## config.mk

```make
export PLATFORM = sky130hd
export DESIGN_NAME = atm_account_arbiter
export DESIGN_NICKNAME = d
export VERILOG_FILES = /design/src/rtl/atm_arb_pkg.sv /design/src/rtl/atm_rr_picker.sv /design/src/rtl/atm_account_arbiter.sv
export SDC_FILE = /design/constraint.sdc
export NUM_CORES = 1
export LEC_CHECK = 0
export CORE_ASPECT_RATIO = 0.75
export CORE_MARGIN = 2
export CORE_UTILIZATION = 64
export CTS_CLUSTER_SIZE = 14
export DETAILED_ROUTE_END_ITERATION = 10
export DONT_BUFFER_PORTS = 1
export PLACE_DENSITY = 0.8
export SYNTH_ARGS = -nofsm -noshare
export SYNTH_HDL_FRONTEND = slang
export SYNTH_HIERARCHICAL = 1
export SYNTH_SLANG_ARGS = --single-unit
```

## constraint.sdc

```tcl
create_clock -name clk -period 4.51 [get_ports clk]
set_input_delay 0.2255 -clock clk [delete_from_list [all_inputs] [get_ports clk]]
set_output_delay 0.2255 -clock clk [all_outputs]
set_load 0.02 [all_outputs]
```

## src/rtl/atm_arb_pkg.sv

```systemverilog
// atm_arb_pkg: shared state/response encodings for the account arbiter.
// Imported by the round-robin picker and the arbiter top.
package atm_arb_pkg;

  localparam int RESP_ID_W = 3;
  localparam int ST_W      = 2;

  typedef enum logic [ST_W-1:0] {
    IDLE  = 2'd0,
    GRANT = 2'd1,
    EXEC  = 2'd2,
    RESP  = 2'd3
  } state_t;

  typedef enum logic [1:0] {
    OK     = 2'd0,
    FONDOS = 2'd1,
    OVF    = 2'd2,
    TMO    = 2'd3
  } resp_t;

  function automatic int wrap_inc(input int i, input int n);
    return (i + 1 >= n) ? 0 : i + 1;
  endfunction

endpackage

```

## src/rtl/atm_rr_picker.sv

```systemverilog
// atm_rr_picker: combinational round-robin pick.
// First set req bit at or after ptr, wrapping modulo N.
module atm_rr_picker
  import atm_arb_pkg::*;
#(
  parameter int N     = 4,
  parameter int SEL_W = $clog2(N)
) (
  input  logic [N-1:0]     req,
  input  logic [SEL_W-1:0] ptr,
  output logic [N-1:0]     pick,
  output logic [SEL_W-1:0] idx,
  output logic             any
);

  always_comb begin
    logic [SEL_W-1:0] k;
    pick = '0;
    idx  = '0;
    any  = 1'b0;
    k    = '0;
    for (int i = 0; i < N; i++) begin
      k = SEL_W'((int'(ptr) + i) % N);
      if (!any && req[k]) begin
        any     = 1'b1;
        pick[k] = 1'b1;
        idx     = k;
      end
    end
  end

endmodule

```

## src/rtl/atm_account_arbiter.sv

```systemverilog
// atm_account_arbiter: round-robin access of N_TERM ATM terminals
// to one shared account balance register.
module atm_account_arbiter
  import atm_arb_pkg::*;
#(
  parameter int               N_TERM       = 4,
  parameter int               MONTO_W      = 32,
  parameter int               BAL_W        = 64,
  parameter logic [BAL_W-1:0] INIT_BALANCE = BAL_W'(4500),
  parameter int               TIMEOUT_CYC  = 16
) (
  input  logic                      clk,
  input  logic                      rst,
  input  logic [N_TERM-1:0]         req,
  input  logic [N_TERM-1:0]         tipo_trans,
  input  logic [N_TERM-1:0]         monto_stb,
  input  logic [N_TERM*MONTO_W-1:0] monto,
  output logic [N_TERM-1:0]         grant,
  output logic [RESP_ID_W-1:0]      resp_id,
  output logic                      balance_actualizado,
  output logic                      entregar_dinero,
  output logic                      fondos_insuficientes,
  output logic                      desbordamiento,
  output logic                      timeout,
  output logic [BAL_W-1:0]          balance,
  output logic                      busy
);

  localparam int SEL_W = $clog2(N_TERM);
  localparam int TMR_W = $clog2(TIMEOUT_CYC + 1);
  localparam logic [TMR_W-1:0] TMR_LAST = TMR_W'(TIMEOUT_CYC - 1);

  state_t            state;
  state_t            state_nx;
  resp_t             code;
  resp_t             code_nx;
  logic [SEL_W-1:0]  sel;
  logic [SEL_W-1:0]  sel_inc;
  logic [SEL_W-1:0]  rr_ptr;
  logic [SEL_W-1:0]  pick_idx;
  logic [N_TERM-1:0] pick;
  logic              pick_any;
  logic [TMR_W-1:0]  timer;
  logic [MONTO_W-1:0] monto_q;
  logic              tipo_q;
  logic [BAL_W-1:0]  bal_nx;
  logic [BAL_W:0]    sum;
  logic [BAL_W:0]    amt;
  logic              stb_sel;
  logic              req_sel;
  logic              tmo_hit;

  atm_rr_picker #(
    .N     (N_TERM),
    .SEL_W (SEL_W)
  ) u_pick (
    .req  (req),
    .ptr  (rr_ptr),
    .pick (pick),
    .idx  (pick_idx),
    .any  (pick_any)
  );

  assign stb_sel = monto_stb[sel];
  assign req_sel = req[sel];
  assign tmo_hit = (timer == TMR_LAST);
  assign sel_inc = SEL_W'(wrap_inc(int'(sel), N_TERM));
  assign amt     = (BAL_W+1)'(monto_q);
  assign resp_id = RESP_ID_W'(sel);
  assign busy    = (state != IDLE);

  always_ff @(posedge clk or negedge rst) begin
    if (!rst) state <= IDLE;
    else      state <= state_nx;
  end

  // Strobe beats abort, abort beats timeout.
  always_comb begin
    state_nx = state;
    unique case (state)
      IDLE:  if (pick_any) state_nx = GRANT;
      GRANT: begin
        if (stb_sel)       state_nx = EXEC;
        else if (!req_sel) state_nx = IDLE;
        else if (tmo_hit)  state_nx = RESP;
      end
      EXEC:  state_nx = RESP;
      RESP:  state_nx = IDLE;
      default: state_nx = IDLE;
    endcase
  end

  always_comb begin
    code_nx = OK;
    bal_nx  = balance;
    sum     = '0;
    if (!tipo_q) begin
      sum = {1'b0, balance} + amt;
      if (sum[BAL_W]) code_nx = OVF;
      else            bal_nx  = sum[BAL_W-1:0];
    end else if (amt > {1'b0, balance}) begin
      code_nx = FONDOS;
    end else begin
      sum    = {1'b0, balance} - amt;
      bal_nx = sum[BAL_W-1:0];
    end
  end

  always_ff @(posedge clk or negedge rst) begin
    if (!rst) begin
      grant   <= '0;
      sel     <= '0;
      rr_ptr  <= '0;
      timer   <= '0;
      monto_q <= '0;
      tipo_q  <= 1'b0;
      code    <= OK;
      balance <= INIT_BALANCE;
    end else begin
      unique case (state)
        IDLE: begin
          if (pick_any) begin
            grant <= pick;
            sel   <= pick_idx;
            timer <= '0;
          end
        end
        GRANT: begin
          if (stb_sel) begin
            monto_q <= monto[int'(sel)*MONTO_W +: MONTO_W];
            tipo_q  <= tipo_trans[sel];
          end else if (!req_sel) begin
            grant  <= '0;
            rr_ptr <= sel_inc;
          end else if (tmo_hit) begin
            code <= TMO;
          end else begin
            timer <= timer + TMR_W'(1);
          end
        end
        EXEC: begin
          code    <= code_nx;
          balance <= bal_nx;
        end
        RESP: begin
          grant  <= '0;
          rr_ptr <= sel_inc;
        end
        default: ;
      endcase
    end
  end

  always_comb begin
    balance_actualizado  = 1'b0;
    entregar_dinero      = 1'b0;
    fondos_insuficientes = 1'b0;
    desbordamiento       = 1'b0;
    timeout              = 1'b0;
    if (state == RESP) begin
      unique case (code)
        OK: begin
          balance_actualizado = 1'b1;
          entregar_dinero     = tipo_q;
        end
        FONDOS: fondos_insuficientes = 1'b1;
        OVF:    desbordamiento       = 1'b1;
        TMO:    timeout              = 1'b1;
      endcase
    end
  end

endmodule
```

==> out/qor.yml <==
crit_path_max_fanout: 16
synth_area_um2: 10900
p_leak_nw: 4.82
hold_violations: 0
synth_cells: 1289
grtUsageTotal_pct: 37.3
synth-edff-count: 0
synth.net_count: 1505
hold_depth: 2
drive_gt1_share_pct: 13.4
nNetsFinal: 1471
die-area_um2: 18100
clock_skew_ns: 0.0104
cts_setup_buffers: 0
relSlewSlack_pct: 40.6
synth_cell_types: 80
cellPowerDensity_nw_per_um2: 988
htreeDepth: 4
clock.fmax_ghz: 0.233
fp.dieW_um: 155
vias_per_cell: 7.11
start_util_pct: 65.1
final_cell_mix: "nand2_1, dfrtp_1, a21oi_1"
areaGrowthSynthToFinish_pct: 7.13
fin_crit_sh_pct: 95.3
cts_root_buffer: "clkbuf_16"
r2r_cells: 13
clk_pin_slew_ns: 0.06
required_ns: 4.86
crit_arrival_ns: 4.65
io_buffers: 0
wire_per_inst_um: 22.9
dr.first_iter.drc_count: 1421
grt_pass1_wl_um: 52600
critPathLaunchType: "flop"
finalSetupTns_ns: 0
synthFlopType: "dfrtp_1"
antenna_found_initial: 3
fin_crit_ns: 4.30
core-area_um2: 16700
r2r_slack_ns: 0.21
drv_slew: 0
cts_tree: "built"
end_kind: "flop"
yosysTopAreaCell: "dfrtp_1"
cts_buffer_depth: 2
r2r-start: "balance[0]$_DFFE_PN0P_"
synthArstFlopShare_pct: 100
worst_slew_pin_slew_ns: 0.884
status: "finished, final reports clean"
clkSinkCount: 114
min_from: "monto[14]"
synth.ff_latch_count: 114
die_h_um: 117
vias: 10600
p_total_mw: 11.5
grt_max_degree: 115
worstSkewPairLatency_ns: 0.44
synth_area_leaders: "dfrtp_1, ha_1, mux4_2"
dr.pass1.iters: 6
synth_top_cell_area_share_pct: 25.0
syn_avg_cell_area_um2: 8.45
yosysSeqAreaShare_pct: 26.2
vdd_drop_max_mv: 0.466
drt-total-wl_um: 34100
holdCritPathClass: "in -> reg"
overflow: 0
ios: 219
dp_hpwl_um: 25500
drc: 0
rsz0062_at_grt: "no"
row_count: 41
ant_nets: 0
regToRegEndpoint: "balance[60]$_DFFE_PN0P_"
grt_pass1_vias: 9722
min_to: "monto_q[14]$_DFFE_PN0P_"
final_common_cell: "nand2_1"
critPathKind: "reg -> reg"
finalSetupViolations: 0
gp_congestion: 1.00
yosysWarnings: 6
max_cap_violations: 0
cts_made_buffers: 17
Yosys cell counts, drive strengths merged, types with 38 or more instances:
cell type,instances
a21oi,97
clkbuf,55
dfrtp,109
ha,72
inv,76
mux2,38
mux4,39
nand2,117
nand3,41
nor2,93
o21ai,92
xnor2,39
layout make-up:
| type | instances | area, µm² |
|---|---|---|
| Multi-Input combinational cell | 1014 | 7380 |
| Fill cell | 1334 | 5050 |
| Sequential cell | 114 | 2860 |
| Clock buffer | 22 | 474 |
| Inverter | 77 | 289 |
| Tap cell | 215 | 269 |
| Timing Repair Buffer | 31 | 255 |
| Clock inverter | 10 | 133 |
| Antenna cell | 2 | 5.00 |
stage by stage:
step           cell area [µm²]  utilization [%]  std cells  setup slack (ns)  hold WS, ns
3_3_place_gp             11000             65.9       1449             0.381      -0.0667
3_5_place_dp             11000             65.9       1449             0.292      -0.0671
6_report                 11700             69.8       1485             0.211        0.151
4_1_cts                  11700             69.7       1483             0.277        0.144
5_1_grt                  11700             69.8       1485            0.0487        0.149
2_1_floorplan            10900                -       1289             0.886      -0.0701
report_power, final:
| part | leakage (nW) | total [mW] | internal [mW] | switching (mW) |
|---|---|---|---|---|
| logic | 3.12 | 7.47 | 2.86 | 4.62 |
| registers | 1.41 | 2.64 | 1.50 | 1.14 |
| clock network | 0.292 | 1.42 | 0.907 | 0.514 |
| total | 4.82 | 11.5 | 5.27 | 6.27 |
worst max-delay path by stage:
stage / startpoint / slack, ns / end / depth (start not counted)
after floorplan: balance[0]$_DFFE_PN0P_ / 0.89 / balance[51]$_DFFE_PN0P_ / 13
after global placement: balance[0]$_DFFE_PN0P_ / 0.38 / balance[30]$_DFFE_PN0P_ / 12
after detailed placement: balance[0]$_DFFE_PN0P_ / 0.29 / balance[62]$_DFFE_PN0P_ / 13
after CTS: balance[0]$_DFFE_PN0P_ / 0.28 / balance[62]$_DFFE_PN0P_ / 13
after global routing: balance[0]$_DFFE_PN0P_ / 0.05 / balance[62]$_DFFE_PN0P_ / 13
final: balance[0]$_DFFE_PN0P_ / 0.21 / balance[60]$_DFFE_PN0P_ / 13
layer usage:
layer	global-route usage, %	wire, µm
met3	9.39	4170
met5	0	0
met1	53.8	14600
met4	11.2	763
met2	55.9	14600
critical path, cell delays in order (launching register included):
cell       delay, ns
dfrtp_1         0.51
inv_1           0.09
ha_1            0.30
fa_1            0.41
and2b_1         0.22
o2111ai_1       0.13
a311o_1         0.41
a2111o_1        0.48
a311oi_2        0.37
nor3_1          0.16
a211o_2         0.50
buf_4           0.25
a221oi_2        0.21
xor2_1          0.17
logic make-up (layout without fill, tap and decap cells):
| group | after synthesis | after routing | synth area share [%] |
|---|---|---|---|
| AOI/OAI and AO/OA | 349 | 349 | 20.9 |
| xor gates and xnor gates | 57 | 57 | 4.58 |
| adders and majority gates | 74 | 74 | 8.64 |
| buffers and inverters | 161 | 140 | 6.04 |
| DFF | 114 | 114 | 26.2 |
| and+or+nand+nor | 451 | 451 | 21.1 |
| muxes | 82 | 82 | 12.5 |
| other | 1 | 3 | 0.0344 |
registers in the layout, summed over array words and instances (netlist names), named ones only:
signal / count
rr_ptr: 2
timer: 5
balance: 64
sel: 2
tipo_q: 1
grant: 4
state: 1
monto_q: 32
code: 2
timing repair:
action,4_1_cts,5_1_grt
hold buffers,2,0
hold endpoints to repair,114,0
resized for setup,0,0
(Power assumes the default switching activity.)
